File: src/rtl/param_bus_datapath.sv
// Parametrised single-bus CPU datapath: GPR file, special registers, one-hot bus mux, handshaked ALU.
// Optional build macro GPR0_ZERO_EN hard-wires R0 to zero.
module param_bus_datapath #(
    parameter int DATA_W  = 32,
    parameter int NUM_GPR = 16
) (
    input  logic                 clock,
    input  logic                 clear,
    input  logic [NUM_GPR-1:0]   gpr_in,
    input  logic                 pc_in,
    input  logic                 ir_in,
    input  logic                 hi_in,
    input  logic                 lo_in,
    input  logic                 y_in,
    input  logic                 mar_in,
    input  logic                 mdr_in,
    input  logic                 mdr_read,
    input  logic [DATA_W-1:0]    mem_data_in,
    input  logic [NUM_GPR+5:0]   src_sel,
    input  logic [3:0]           alu_op,
    input  logic                 alu_start,
    output logic                 alu_busy,
    output logic                 alu_done,
    output logic                 div0,
    output logic                 bus_conflict,
    output logic [DATA_W-1:0]    bus_out,
    output logic [DATA_W-1:0]    mar_out,
    output logic [DATA_W-1:0]    ir_out,
    output logic [DATA_W-1:0]    mdr_out
);

    localparam int SRC_N   = NUM_GPR + 6;
    localparam int SH_W    = $clog2(DATA_W);
    localparam int SRC_HI  = NUM_GPR;
    localparam int SRC_LO  = NUM_GPR + 1;
    localparam int SRC_ZHI = NUM_GPR + 2;
    localparam int SRC_ZLO = NUM_GPR + 3;
    localparam int SRC_PC  = NUM_GPR + 4;
    localparam int SRC_MDR = NUM_GPR + 5;

    localparam logic [1:0] S_IDLE = 2'd0;
    localparam logic [1:0] S_MUL  = 2'd1;
    localparam logic [1:0] S_DIV  = 2'd2;
    localparam logic [1:0] S_DONE = 2'd3;

    localparam logic [3:0] OP_ADD  = 4'd0,  OP_SUB = 4'd1,  OP_AND = 4'd2,  OP_OR  = 4'd3;
    localparam logic [3:0] OP_SHR  = 4'd4,  OP_SHRA = 4'd5, OP_SHL = 4'd6,  OP_ROR = 4'd7;
    localparam logic [3:0] OP_ROL  = 4'd8,  OP_MUL = 4'd9,  OP_DIV = 4'd10, OP_NEG = 4'd11;
    localparam logic [3:0] OP_NOT  = 4'd12;

    localparam logic [SH_W-1:0] LAST_ITER = SH_W'(DATA_W - 1);

    logic [DATA_W-1:0] gpr [NUM_GPR];
    logic [DATA_W-1:0] hi, lo, pc, ir, y, mar, mdr, zhi, zlo;
    logic [NUM_GPR-1:0] gpr_en;

    logic [1:0]          state;
    logic [SH_W-1:0]     iter;
    logic [2*DATA_W-1:0] work;
    logic [DATA_W-1:0]   mag_b;
    logic                neg_q, neg_r;

    // ---------------- bus mux ----------------
    logic [DATA_W-1:0] src_val [SRC_N];

    always_comb begin
        for (int i = 0; i < NUM_GPR; i++) src_val[i] = gpr[i];
        src_val[SRC_HI]  = hi;
        src_val[SRC_LO]  = lo;
        src_val[SRC_ZHI] = zhi;
        src_val[SRC_ZLO] = zlo;
        src_val[SRC_PC]  = pc;
        src_val[SRC_MDR] = mdr;
    end

    // Walking from the top down lets the lowest selected index win.
    // NOTE: every always_comb output gets a default first so no path leaves it unassigned (no latch).
    always_comb begin
        bus_out = '0;
        for (int i = SRC_N - 1; i >= 0; i--) begin
            if (src_sel[i]) bus_out = src_val[i];
        end
    end

    assign bus_conflict = (src_sel & (src_sel - SRC_N'(1))) != '0;

    // ---------------- register file ----------------
`ifdef GPR0_ZERO_EN
    // R0 never loads, so it holds its reset value of zero forever.
    logic unused_r0_en;
    assign unused_r0_en = gpr_in[0];
    assign gpr_en       = {gpr_in[NUM_GPR-1:1], 1'b0};
`else
    assign gpr_en = gpr_in;
`endif

    // NOTE: the GPR file is small and must clear on reset, so it is built from flops, not RAM.
    always_ff @(posedge clock or posedge clear) begin
        if (clear) begin
            for (int i = 0; i < NUM_GPR; i++) gpr[i] <= '0;
        end else begin
            for (int i = 0; i < NUM_GPR; i++) begin
                if (gpr_en[i]) gpr[i] <= bus_out;
            end
        end
    end

    // NOTE: sequential state uses non-blocking assignment so every register samples pre-edge values.
    always_ff @(posedge clock or posedge clear) begin
        if (clear) begin
            hi  <= '0;
            lo  <= '0;
            pc  <= '0;
            ir  <= '0;
            y   <= '0;
            mar <= '0;
            mdr <= '0;
        end else begin
            if (hi_in)  hi  <= bus_out;
            if (lo_in)  lo  <= bus_out;
            if (pc_in)  pc  <= bus_out;
            if (ir_in)  ir  <= bus_out;
            if (y_in)   y   <= bus_out;
            if (mar_in) mar <= bus_out;
            if (mdr_in) mdr <= mdr_read ? mem_data_in : bus_out;
        end
    end

    assign mar_out = mar;
    assign ir_out  = ir;
    assign mdr_out = mdr;

    // ---------------- single-cycle ALU ----------------
    logic [DATA_W-1:0]   op_a, op_b, quick_lo, shra_res;
    logic [SH_W-1:0]     sh;
    logic [2*DATA_W-1:0] dbl, ror_dbl, rol_dbl;

    assign op_a = y;
    assign op_b = bus_out;
    assign sh   = op_b[SH_W-1:0];

    always_comb begin
        dbl      = {op_a, op_a};
        ror_dbl  = dbl >> sh;
        rol_dbl  = dbl << sh;
        shra_res = $signed(op_a) >>> sh;
        case (alu_op)
            OP_ADD:  quick_lo = op_a + op_b;
            OP_SUB:  quick_lo = op_a - op_b;
            OP_AND:  quick_lo = op_a & op_b;
            OP_OR:   quick_lo = op_a | op_b;
            OP_SHR:  quick_lo = op_a >> sh;
            OP_SHRA: quick_lo = shra_res;
            OP_SHL:  quick_lo = op_a << sh;
            OP_ROR:  quick_lo = ror_dbl[DATA_W-1:0];
            OP_ROL:  quick_lo = rol_dbl[2*DATA_W-1:DATA_W];
            OP_NEG:  quick_lo = -op_b;
            OP_NOT:  quick_lo = ~op_b;
            default: quick_lo = '0;
        endcase
    end

    function automatic logic [DATA_W-1:0] magnitude(input logic [DATA_W-1:0] v);
        return v[DATA_W-1] ? -v : v;
    endfunction

    // ---------------- iterative MUL / DIV steps ----------------
    // work holds {accumulator, multiplier} for MUL and {remainder, quotient} for DIV.
    logic [DATA_W:0]     mul_sum, div_shift, div_diff;
    logic [2*DATA_W-1:0] mul_next, div_next;

    always_comb begin
        mul_sum   = {1'b0, work[2*DATA_W-1:DATA_W]} + {1'b0, (work[0] ? mag_b : '0)};
        mul_next  = {mul_sum, work[DATA_W-1:1]};
        div_shift = {work[2*DATA_W-1:DATA_W], work[DATA_W-1]};
        div_diff  = div_shift - {1'b0, mag_b};
        div_next  = div_diff[DATA_W]
                  ? {div_shift[DATA_W-1:0], work[DATA_W-2:0], 1'b0}
                  : {div_diff[DATA_W-1:0],  work[DATA_W-2:0], 1'b1};
    end

    // ---------------- ALU control FSM ----------------
    always_ff @(posedge clock or posedge clear) begin
        if (clear) begin
            state <= S_IDLE;
            iter  <= '0;
            work  <= '0;
            mag_b <= '0;
            neg_q <= 1'b0;
            neg_r <= 1'b0;
            zhi   <= '0;
            zlo   <= '0;
            div0  <= 1'b0;
        end else begin
            case (state)
                S_IDLE, S_DONE: begin
                    if (alu_start) begin
                        div0  <= 1'b0;
                        iter  <= '0;
                        work  <= {{DATA_W{1'b0}}, magnitude(op_a)};
                        mag_b <= magnitude(op_b);
                        neg_q <= op_a[DATA_W-1] ^ op_b[DATA_W-1];
                        neg_r <= op_a[DATA_W-1];
                        if (alu_op == OP_MUL) begin
                            state <= S_MUL;
                        end else if (alu_op == OP_DIV && op_b != '0) begin
                            state <= S_DIV;
                        end else if (alu_op == OP_DIV) begin
                            zhi   <= op_a;
                            zlo   <= '1;
                            div0  <= 1'b1;
                            state <= S_DONE;
                        end else begin
                            zhi   <= '0;
                            zlo   <= quick_lo;
                            state <= S_DONE;
                        end
                    end else begin
                        state <= S_IDLE;
                    end
                end
                S_MUL: begin
                    work <= mul_next;
                    iter <= iter + 1'b1;
                    if (iter == LAST_ITER) begin
                        {zhi, zlo} <= neg_q ? -mul_next : mul_next;
                        state      <= S_DONE;
                    end
                end
                S_DIV: begin
                    work <= div_next;
                    iter <= iter + 1'b1;
                    if (iter == LAST_ITER) begin
                        zlo   <= neg_q ? -div_next[DATA_W-1:0] : div_next[DATA_W-1:0];
                        zhi   <= neg_r ? -div_next[2*DATA_W-1:DATA_W] : div_next[2*DATA_W-1:DATA_W];
                        state <= S_DONE;
                    end
                end
                default: state <= S_IDLE;
            endcase
        end
    end

    assign alu_busy = (state == S_MUL) || (state == S_DIV);
    assign alu_done = (state == S_DONE);

endmodule

File: config.mk
export PLATFORM = sky130hd
export DESIGN_NAME = param_bus_datapath
export DESIGN_NICKNAME = d
export VERILOG_FILES = /design/src/rtl/param_bus_datapath.sv
export SDC_FILE = /design/constraint.sdc
export NUM_CORES = 2
export LEC_CHECK = 0
export CORE_AREA = 2 2 503 505
export DETAILED_ROUTE_END_ITERATION = 6
export DIE_AREA = 0 0 505 507
export PLACE_DENSITY_LB_ADDON = 0.08
export SLEW_MARGIN = 20
export SYNTH_ARGS = -nofsm -noshare
export SYNTH_HDL_FRONTEND = slang
export SYNTH_SLANG_ARGS = --single-unit
File: constraint.sdc
create_clock -name clock -period 44.6 [get_ports clock]
set_input_delay 11.15 -clock clock [delete_from_list [all_inputs] [get_ports clock]]
set_output_delay 11.15 -clock clock [all_outputs]
set_load 0.005 [all_outputs]
## After elaboration in Yosys (flattened, before gate mapping)

Cells that the tools add are included.

- $add $sub $neg: 11
- Eq/ne operators: 22
- Shift-type cells: 5
- Mux-type cells: 57
- Bitwise operators: 5
- Reductions and logical operators: 10

Operator list:

| kind | number |
|---|---|
| two-way mux 32 bit | 40 |
| case mux 32 bit (11 select lines) | 1 |
| two-way mux 64 bit | 3 |
| case mux 32 bit (3 select lines) | 2 |
| case mux 64 bit (3 select lines) | 1 |
| negation 32 bit | 4 |
| negation 64 bit | 1 |
| left shift 64 x 5 -> 64 bit | 1 |
| >> shifter 64 x 5 -> 32 bit | 1 |
| adder 32 x 32 -> 33 bit | 1 |
| subtractor 33 x 32 -> 33 bit | 1 |
| adder 32 bit | 1 |
| bitwise AND 32 bit | 1 |
| inverter 32 bit | 1 |
| OR 32 bit | 1 |
| nonzero test 32 bit | 1 |
| left shift 32 x 5 -> 32 bit | 1 |
| >> shifter 32 x 5 -> 32 bit | 1 |
| >>> shifter 32 x 5 -> 32 bit | 1 |
| subtractor 32 bit | 1 |
| bitwise AND 22 bit | 1 |
| nonzero test 22 bit | 1 |
| subtractor 22 x 1 -> 22 bit, second input constant | 1 |
| equality test 4 bit, second input constant | 5 |
| 22 further kinds | 37 |

- Flip-flop bits (word level): 906
- Output and inout port bits: 132
- Word-level logic and storage cells: 142

## Logic depth before layout (Yosys ltp)

- Depth after elaboration: 29
- Gate-level depth with buffers: 32
- Gate-level depth less buffers: 24

## Worst setup path after synthesis

No wires, ideal clock.

- Kind: in2out
- From: input src_sel[17]
- To: output bus_out[3]
- Arrival time: 14.170 ns
- Path slack: 19.280 ns
- Stages on the path: 13
- Buffers on the path: 7
- Cell sequence: clkbuf_1 > or2_2 > clkbuf_1 > clkbuf_1 > a211oi_1 > o221ai_1 > a41oi_1 > nor2_2 > clkinv_1 > buf_1 > buf_1 > clkbuf_1 > clkbuf_1

- Word-level cells in the longest chain between the ends: 18

Ends and longest elaborated chain:

| item | line | text |
|---|---|---|
| start: declaration | 19 | `input logic [NUM_GPR+5:0] src_sel,` |
| two-way mux 32 bit (18 in a row) | 81 | `if (src_sel[i]) bus_out = src_val[i];` |
| end: declaration | 26 | `output logic [DATA_W-1:0] bus_out,` |

No other way between the ends.

## Worst setup path in the final report

- From: input src_sel[20]
- To: output bus_out[30]

- Word-level cells in the longest chain between the ends: 21

Ends and longest elaborated chain:

| item | line |
|---|---|
| two-way mux 32 bit (21 in a row) | 81 |

No other way between the ends.

==> impl_metrics.yaml <==
run_status:
  status: "completed"
timing:
  tightest_slew_ps: 1170
  achievable-frequency_ghz: 0.0374
  fin_hold_ws_ps: 482
  postLayoutSetupSlackWorst_ps: 17880
  grt_setup_unrepaired: "no"
  final_critical_path_time_including_i_o_delays_and_setup_ps: 26720
  finalHoldViolCount: 0
  slew_headroom_pct: 20.7
  setup_total_negative_slack_ps: 0
  final_cycle_share_pct: 59.9
  fin_worst_skew_ps: 61.1
  report.final.setup_viol: 0
  drv_slew: 0
floorplanning:
  die_w_um: 505
  io_pins: 217
  start_util_pct: 23.9
  die-height_um: 507
  fp.dieArea_um2: 256000
  std_cell_rows: 184
  coreArea_um2: 250000
clock_network:
  clk_pin_slew_worst_paths_ps: 60
  clk_root_buffer_cell: "clkbuf_16"
  postCtsSetupBuffers: 0
  cts_num_sinks: 906
  clock_buffer_count_from_cts: 118
  h_tree_levels: 3
  hold_fix_buffer_count_after_cts: 0
  worst_skew_pair.late_latency_ps: 810
  cts_tree: "built"
  post_cts.resized_instances: 0
  cts_buffer_depth: 3
placement:
  place_worst_setup_slack_ps: 17990
  gpl.final_weighted_congestion: 0.967
  io_buffers: 216
  dpl_cell_area_um2: 65700
  placed_cells: 10000
  place.detailed.hpwl_um: 242000
synth:
  yosys_register_bits: 906
  synth_top_cell_by_area: "dfrtp_1"
  synth.distinct_cells: 98
  ys_async_sr_fraction_pct: 100
  post-synth-top-area-fraction_pct: 37.8
  postSynthNetCount: 7061
  register_area_share_after_synthesis_pct: 37.8
  synth-edff-count: 0
  synth_common_cells: "dfrtp_1 (906), a21oi_1 (672), nor2_1 (631), nand2_1 (611), clkbuf_1 (505)"
  post_synth_main_area_contributors: "dfrtp_1 (38%), mux2_2 (9.0%), a21oi_1 (5.6%), o21ai_0 (4.2%), nor2_1 (4.0%)"
  syn-instance-count: 6862
  synth.most_common_cell: "dfrtp_1"
  synth_warn: 0
  netlist_area_um2: 59900
  syn-mean-instance-area_um2: 8.73
  synthFlopType: "dfrtp_1"
cells_and_area:
  num-fill-cells: 26900
  fin_util_pct: 27.9
  stdcell_area_um2: 69900
  drive_above_1_share_pct: 15.6
  syn2layout_area_growth_pct: 16.7
  layoutNonFillerInstCount: 10200
  final_nets: 6981
  sequential_cell_area_um2: 22700
  multi_input_area_um2: 34500
detailed_routing:
  detail_route.wl_per_cell_um: 33.4
  firstDrtPassIters: 6
  drc: 0
  vias: 57400
  postRouteAntennaNets: 0
  route.final.wire_length_um: 342000
  drt-vias-per-instance: 5.60
  drt_first_iter_violations: 5911
worst_setup_path:
  worst_setup_path_start_kind: "input port"
  worstRegToRegCells: 22
  crit_path_start: "src_sel[20]"
  timing.critical_path.arrival_ps: 15570
  path_max_fanout: 62
  worstSetupPathType: "input port to output port"
  worstSetupEndpoint: "bus_out[30]"
  crit_required_ps: 33450
  timing.rr.end: "zlo[26]$_DFFE_PP0P_"
  r2r_start: "gpr[322]$_DFFE_PP0P_"
  rrSetupSlack_ps: 36030
  critPathCaptureType: "output port"
global_route:
  global_route_wire_length_before_repair_um: 472000
  grt_start_max_net_pins: 156
  grt-ovfl-total: 0
  grt_pass1_vias: 56000
  groute.usage.overall_pct: 25.9
  grt_antenna_before_repair: 21
power_and_ir_drop:
  totalPowerFinal_mw: 5.13
  power.ir.vdd_worst_mv: 0.0598
  leakage_nw: 26.6
  power_density_over_the_cells_nw_per_um2: 73.4
worst_hold_path:
  hold_path.class: "register to register"
  hold_start: "mag_b[27]$_DFFE_PP0P_"
run:
  max-cap-violations: 0
[logic make-up (layout without fill, tap and decap cells)]
| group | after synthesis | after routing | share of synthesized area, % |
|---|---|---|---|
| other | 0 | 18 | 0 |
| AO/OA/AOI/OAI | 2244 | 2244 | 24.4 |
| adder cells (fa/ha/maj) | 118 | 118 | 2.49 |
| AND/OR/NAND/NOR | 1916 | 1916 | 14.7 |
| flip-flops | 906 | 906 | 37.8 |
| multiplexers | 605 | 605 | 11.4 |
| XOR/XNOR | 284 | 284 | 4.15 |
| buffers and inverters | 789 | 806 | 5.03 |
[worst max-delay path, stage by stage]
cell,delay [ps]
buf_2,80
buf_4,490
nand3b_1,200
a311oi_1,100
a2111oi_0,990
o31ai_1,350
a31oi_1,300
o21a_2,560
buf_4,330
clkinv_1,240
clkdlybuf4s50_1,620
[metal layers]
layer | routed length (µm) | global-route usage [%] | up-vias
li1 | - | - | 25100
met1 | 146000 | 33.8 | 29500
met2 | 160000 | 42.5 | 2308
met3 | 20100 | 3.64 | 512
met4 | 16300 | 11.2 | 6
met5 | 41 | 0 | -
[where the power goes]
group	internal (mW)	total [mW]	switching, mW	leakage (nW)
Combinational	0.937	2.76	1.82	14.4
Clock	0.612	1.04	0.430	2.02
Sequential	1.07	1.33	0.264	10.2
[worst min-delay path by stage]
stage | slack (ps) | endpoint | depth (start not counted)
floorplan | 440 | zhi[30]$_DFFE_PP0P_ | 2
global placement | 470 | mag_b[16]$_DFFE_PP0P_ | 2
detailed placement | 470 | zhi[8]$_DFFE_PP0P_ | 2
CTS | 490 | mag_b[6]$_DFFE_PP0P_ | 2
global route | 510 | lo[13]$_DFFE_PP0P_ | 1
finish | 480 | mag_b[27]$_DFFE_PP0P_ | 2
[layout make-up]
| type | instances | area share, % |
|---|---|---|
| multi-input combinational | 5167 | 49.4 |
| sequential | 906 | 32.4 |
| tap | 3348 | 5.99 |
| timing repair buffer | 447 | 5.38 |
| clock buffer | 172 | 4.89 |
| clock inverter | 45 | 1.03 |
| inverter | 142 | 0.779 |
| antenna | 18 | 0.0645 |
[cell usage in the layout (no fill, tap or decap), types with 28 or more instances in the layout]
master,n
nor2b_1,64
a31oi_1,56
dfrtp_1,904
nor3_1,98
and2_1,45
nand2b_1,50
a21o_1,43
o211ai_1,73
nor2_1,619
nor4_1,28
clkdlybuf4s50_1,173
o21a_1,53
nand3_1,136
o2111ai_1,57
mux2i_1,114
xor2_1,108
o31ai_1,64
nand3b_1,57
ha_1,109
a21oi_1,667
o221ai_1,32
a22oi_1,62
inv_1,128
xnor2_1,176
a221oi_1,152
clkbuf_1,29
o22ai_1,58
buf_2,43
nand2_1,610
and3_1,30
buf_4,223
clkbuf_16,119
a211oi_1,80
o21ai_0,497
a221o_1,43
mux2_2,479
or3_1,55
[state kept, by name, indices dropped and copies added (netlist names)]
name / count
ir_out: 32
div0: 1
work: 64
iter: 5
lo: 32
zhi: 32
zlo: 32
hi: 32
op_a: 32
mag_b: 32
neg_q: 1
gpr: 512
mar_out: 32
pc: 32
mdr_out: 32
neg_r: 1
state: 2
Note: power is estimated with default switching activity, not from simulation.
